## src/rtl/mem_arbiter.sv

```systemverilog
// mem_arbiter: shares one RAM port between icache0/dcache0/icache1/dcache1
// and holds one LL reservation per core for SC success/failure.
// Ports:
//   CLK, nRST          clock, async active-low reset
//   iREN/iaddr         per-core instruction read requests (core n in slice n)
//   ihit/iload         one-cycle instruction completion pulse and data
//   dREN/dWEN/datomic  per-core data requests; datomic makes LL / SC
//   daddr/dstore       per-core data address and write data
//   dhit/dload         one-cycle data completion pulse, read data / SC result
//   ramREN/ramWEN      RAM enables, driven only while a grant is BUSY
//   ramaddr/ramstore   RAM address and write data
//   ramload/ramstate   RAM read data and status (FREE/BUSY/ACCESS/ERROR)
module mem_arbiter #(
  parameter int WORD_W  = 32,
  parameter bit RR_INIT = 1'b0
) (
  input  logic                CLK,
  input  logic                nRST,
  input  logic [1:0]          iREN,
  input  logic [2*WORD_W-1:0] iaddr,
  output logic [1:0]          ihit,
  output logic [2*WORD_W-1:0] iload,
  input  logic [1:0]          dREN,
  input  logic [1:0]          dWEN,
  input  logic [1:0]          datomic,
  input  logic [2*WORD_W-1:0] daddr,
  input  logic [2*WORD_W-1:0] dstore,
  output logic [1:0]          dhit,
  output logic [2*WORD_W-1:0] dload,
  output logic                ramREN,
  output logic                ramWEN,
  output logic [WORD_W-1:0]   ramaddr,
  output logic [WORD_W-1:0]   ramstore,
  input  logic [WORD_W-1:0]   ramload,
  input  logic [1:0]          ramstate
);

  typedef enum logic [1:0] {
    IDLE,
    BUSY,
    SCFAIL,
    GAP
  } state_t;

  localparam logic [1:0] RS_ACCESS = 2'd2;

  state_t                   r_state;
  logic                     r_last;
  logic                     r_gnt_c;
  logic                     r_gnt_d;
  logic [1:0]               r_link_v;
  logic [1:0][WORD_W-1:0]   r_link_a;

  logic [1:0][WORD_W-1:0]   w_iaddr;
  logic [1:0][WORD_W-1:0]   w_daddr;
  logic [1:0][WORD_W-1:0]   w_dstore;
  logic [1:0][WORD_W-1:0]   w_iload;
  logic [1:0][WORD_W-1:0]   w_dload;

  logic [1:0] w_dact;
  logic       w_pref;
  logic       w_req;
  logic       w_c;
  logic       w_d;
  logic       w_sc_bad;
  logic       w_busy;
  logic       w_en;
  logic       w_acc;
  logic       w_ll;

  assign w_iaddr  = iaddr;
  assign w_daddr  = daddr;
  assign w_dstore = dstore;
  assign iload    = w_iload;
  assign dload    = w_dload;

  assign w_dact = dREN | dWEN;
  assign w_pref = ~r_last;

  // Data before instruction, preferred core before the other.
  always_comb begin
    w_req = 1'b1;
    w_c   = w_pref;
    w_d   = 1'b1;
    if (w_dact[w_pref]) begin
      w_c = w_pref;
      w_d = 1'b1;
    end else if (w_dact[~w_pref]) begin
      w_c = ~w_pref;
      w_d = 1'b1;
    end else if (iREN[w_pref]) begin
      w_c = w_pref;
      w_d = 1'b0;
    end else if (iREN[~w_pref]) begin
      w_c = ~w_pref;
      w_d = 1'b0;
    end else begin
      w_req = 1'b0;
    end
  end

  // An SC without a matching live reservation never touches RAM.
  assign w_sc_bad = w_d & dWEN[w_c] & datomic[w_c]
                  & (~r_link_v[w_c]
                     | (r_link_a[w_c] != w_daddr[w_c]));

  assign w_busy = (r_state == BUSY);
  assign w_en   = r_gnt_d ? w_dact[r_gnt_c] : iREN[r_gnt_c];
  assign w_acc  = w_busy & w_en & (ramstate == RS_ACCESS);
  assign w_ll   = r_gnt_d & dREN[r_gnt_c] & datomic[r_gnt_c];

  always_comb begin
    ramREN   = 1'b0;
    ramWEN   = 1'b0;
    ramaddr  = '0;
    ramstore = '0;
    if (w_busy) begin
      if (r_gnt_d) begin
        ramREN   = dREN[r_gnt_c];
        ramWEN   = dWEN[r_gnt_c];
        ramaddr  = w_daddr[r_gnt_c];
        ramstore = w_dstore[r_gnt_c];
      end else begin
        ramREN   = iREN[r_gnt_c];
        ramaddr  = w_iaddr[r_gnt_c];
      end
    end
  end

  always_comb begin
    ihit    = 2'b00;
    dhit    = 2'b00;
    w_iload = '0;
    w_dload = '0;
    if (w_acc && !r_gnt_d) begin
      ihit[r_gnt_c]    = 1'b1;
      w_iload[r_gnt_c] = ramload;
    end
    if (w_acc && r_gnt_d) begin
      dhit[r_gnt_c] = 1'b1;
      if (dWEN[r_gnt_c])
        w_dload[r_gnt_c] = {{(WORD_W-1){1'b0}},
                            datomic[r_gnt_c]};
      else
        w_dload[r_gnt_c] = ramload;
    end
    if (r_state == SCFAIL)
      dhit[r_gnt_c] = 1'b1;
  end

  always_ff @(posedge CLK or negedge nRST) begin
    if (!nRST) begin
      r_state  <= IDLE;
      r_last   <= RR_INIT;
      r_gnt_c  <= 1'b0;
      r_gnt_d  <= 1'b0;
      r_link_v <= 2'b00;
      r_link_a <= '0;
    end else begin
      unique case (r_state)
        IDLE: begin
          if (w_req) begin
            r_gnt_c <= w_c;
            r_gnt_d <= w_d;
            r_state <= w_sc_bad ? SCFAIL : BUSY;
          end
        end
        BUSY: begin
          if (!w_en) begin
            r_state <= IDLE;
          end else if (ramstate == RS_ACCESS) begin
            r_last  <= r_gnt_c;
            r_state <= GAP;
            // A completed write kills every reservation on its address.
            for (int k = 0; k < 2; k++) begin
              if (ramWEN && (r_link_a[k] == ramaddr))
                r_link_v[k] <= 1'b0;
            end
            if (w_ll) begin
              r_link_v[r_gnt_c] <= 1'b1;
              r_link_a[r_gnt_c] <= ramaddr;
            end
          end
        end
        SCFAIL: begin
          r_link_v[r_gnt_c] <= 1'b0;
          r_last            <= r_gnt_c;
          r_state           <= GAP;
        end
        GAP: begin
          r_state <= IDLE;
        end
        default: r_state <= IDLE;
      endcase
    end
  end

endmodule

```

## config.mk

```make
export PLATFORM = sky130hd
export DESIGN_NAME = mem_arbiter
export DESIGN_NICKNAME = d
export VERILOG_FILES = /design/src/rtl/mem_arbiter.sv
export SDC_FILE = /design/constraint.sdc
export NUM_CORES = 1
export LEC_CHECK = 0
export CAP_MARGIN = 20
export CELL_PAD_IN_SITES_DETAIL_PLACEMENT = 0
export CELL_PAD_IN_SITES_GLOBAL_PLACEMENT = 1
export CORE_MARGIN = 5
export CORE_UTILIZATION = 30
export DETAILED_ROUTE_END_ITERATION = 8
export PLACE_DENSITY = 0.95
export SLEW_MARGIN = 20
export SYNTH_ARGS = -nofsm -noshare
export SYNTH_HDL_FRONTEND = slang
export SYNTH_SLANG_ARGS = --single-unit
```

## constraint.sdc

```tcl
create_clock -name CLK -period 5.4 [get_ports CLK]
set_input_delay 0.54 -clock CLK [delete_from_list [all_inputs] [get_ports CLK]]
set_output_delay 0.54 -clock CLK [all_outputs]
set_load 0.02 [all_outputs]
```

==> run_results.csv <==
group,metric,value,unit
run_status,status,"finished clean",
cts,numCtsBuffers,9,
cts,cts.clk_slew.worst_paths,60,ps
worst_setup_path,end_kind,"output port",
worst_setup_path,crit_family,"flip-flops",
yosys,syn_area,7610,um2
layout,drive_gt1_frac,0.107,
power_and_ir_drop,p_leak,4.92,nW
min_path,hp-class,"input pin to async pin",
timing,skew,8.70,ps
yosys,async_reset_ff_frac,1.00,
cts,cts.sinks,71,
yosys,syn_nets,1079,
layout,final_common_cell,"clkdlybuf4s50_1",
die,die_area,28700,um2
yosys,syn_area_per_cell,9.07,um2
layout,post-route-util,0.498,
drt,vias_per_cell,5.22,
worst_setup_path,start_kind,"register",
timing,finalSetupViolCount,0,
power_and_ir_drop,ir_drop,0.000248,V
timing,maxSlewViolCount,0,
drt,wl_per_cell,22.6,um
timing,hold_violations,0,
layout,n_fill_cell,2358,
global_route,grt_max_degree,119,
timing,rsz0062_at_grt,"no",
die,die_h,169,um
layout,areaGrowthSynthToFinish,64.5,%
power_and_ir_drop,p_per_area,428,nW/um2
yosys,synth-edff-count,0,
layout,nets,1482,
yosys,ys.flop_type,"dfrtp_1",
worst_setup_path,cp_cell_sequence,"mux4_2 -> nand4_1 -> nor3b_2 -> buf_4 -> and2_1 -> clkdlybuf4s50_1",
cts,tritoncts,"built",
placed_design,hpwlAfterDp,29400,um
cts,hold_buffers,0,
drt,drc,0,
drt,drtAntennaViolNets,0,
cts,clockBufferDepth,2,
drt,drt-pass1-iter-count,5,
timing,tns,0,ps
global_route,gr-total-overflow,0,
drt,via_count,8237,
yosys,synth_seq_cells,71,
global_route,antenna_found_initial,1,
global_route,grt_pass1_wl,51900,um
drt,drt_iter0_drc,706,
run,drv_cap,0,
worst_setup_path,cp.required,4860,ps
worst_setup_path,cpPeakStageDelay,1020,ps
global_route,grt_pass1_vias,8375,
timing,slew_headroom,0.287,
die,fp.dieW,169,um
yosys,synth-warning-count,0,
cts,cts.repair.resized,0,
placed_design,io_buffers,433,
timing,worst_slew_pin_slew,1070,ps
die,row_count,58,
yosys,seq_area_frac_synth,0.233,
timing,fmax,251,MHz
die,coreArea,25100,um2
cts,post-cts-setup-buffers,0,
cts,clk_latency,340,ps
worst_setup_path,critPathMaxFanout,41,
die,ioPinCount,434,
worst_setup_path,crit_arrival,3450,ps
yosys,syn-instance-count,839,
worst_setup_path,path_buf_inv,2,
worst_setup_path,cpMaxStageDelayCell,"dfrtp_2",
die,start_util,0.303,
placed_design,place_congestion,0.911,
timing,layout_worst_path_cycle_share,0.739,
global_route,gr-usage-all-layers,0.236,
layout,diodes,0,
timing,layout_min_cycle_time,3990,ps
worst_setup_path,crit_type,"register to output port",
drt,drt-total-wl,35700,um
layout,final_cell_mix,"clkdlybuf4s50_1 (432), and2_1 (160), dfrtp_1 (69), nor2_1 (65), mux2_2 (60)",
cts,clock-root-buffer,"clkbuf_16",
yosys,ys_types,57,
cts,cts_max_level,3,
synthesized netlist by cell type (11+ instances only):
cell | number | area share
and2_1 | 160 | 0.13
dfrtp_1 | 71 | 0.23
nor2_1 | 65 | 0.032
mux2_2 | 60 | 0.089
xnor2_1 | 52 | 0.060
xor2_1 | 44 | 0.051
nand2_1 | 39 | 0.019
mux2i_1 | 36 | 0.047
mux4_2 | 34 | 0.10
o21ai_0 | 33 | 0.022
clkbuf_1 | 29 | 0.014
nand4_1 | 24 | 0.020
nand3b_1 | 17 | 0.017
nor3b_1 | 15 | 0.015
nor2b_1 | 14 | 0.012
buf_2 | 13 | 0.0085
a41oi_1 | 12 | 0.014
nand4b_1 | 11 | 0.013
nor3_1 | 11 | 0.0072
area by class of cell:
class / count / area, um2 / share of cell area
Inverter: 8 / 30.0 / 0.00240
Tap cell: 330 / 413 / 0.0330
Multi-Input combinational cell: 708 / 5590 / 0.447
Sequential cell: 71 / 1780 / 0.142
Clock inverter: 3 / 17.5 / 0.00140
Clock buffer: 13 / 260 / 0.0208
Timing Repair Buffer: 444 / 4420 / 0.353
registers in the layout, summed over array words and instances (netlist names):
name	count
r_link_v	2
r_gnt_c	1
r_last	1
r_link_a	64
r_state	2
r_gnt_d	1
cell families after synthesis:
logic type / Yosys count / synth area share
AO/OA/AOI/OAI: 89 / 0.0832
XOR/XNOR: 96 / 0.110
adder cells (fa/ha/maj): 4 / 0.00658
buffers and inverters: 60 / 0.0363
flip-flops: 71 / 0.233
multiplexers: 130 / 0.237
AND/OR/NAND/NOR: 389 / 0.293
power by group:
group          internal, mW  leakage, nW  switching, mW
Sequential            0.775        0.955          0.484
Clock                 0.335        0.136          0.229
Combinational          1.70         3.82           1.84
Total                  2.81         4.92           2.55
path summary, 6_finish.rpt:
path / from / to / slack, ps / depth (start not counted)
worst max-delay path: r_gnt_d / dload[43] / 1410 / 6
worst min-delay path: nRST / r_link_a[28] / 130 / 1
worst max register to register: r_gnt_c / r_link_v[0] / 2030 / 7
worst min register to register: r_link_a[18] / r_link_a[18] / 580 / 1
max in group asynchronous: nRST / r_gnt_c / 4270 / 3
min in group CLK: r_link_a[18] / r_link_a[18] / 580 / 1
through the flow:
| step | area [um2] | cells | power (mW) | hold WS, ps | setup slack, ps |
|---|---|---|---|---|---|
| 2_1_floorplan | 7610 | 839 | 3.48 | 244 | 2620 |
| 3_3_place_gp | 12200 | 1560 | 4.71 | 547 | 1610 |
| 3_5_place_dp | 12200 | 1560 | 4.80 | 565 | 1550 |
| 4_1_cts | 12500 | 1576 | 5.37 | 407 | 1370 |
| 5_1_grt | 12500 | 1577 | 5.71 | 153 | 1240 |
| 6_report | 12500 | 1577 | 5.36 | 132 | 1410 |
metal layers:
metal / vias to the layer above / GRT usage / share of wire
met5: - / 0 / 0
met4: 0 / 0.0791 / 0.032
met3: 51 / 0.0610 / 0.090
met2: 403 / 0.416 / 0.50
met1: 3960 / 0.280 / 0.38
li1: 3823 / - / -
Note: power is estimated with default switching activity, not from simulation.
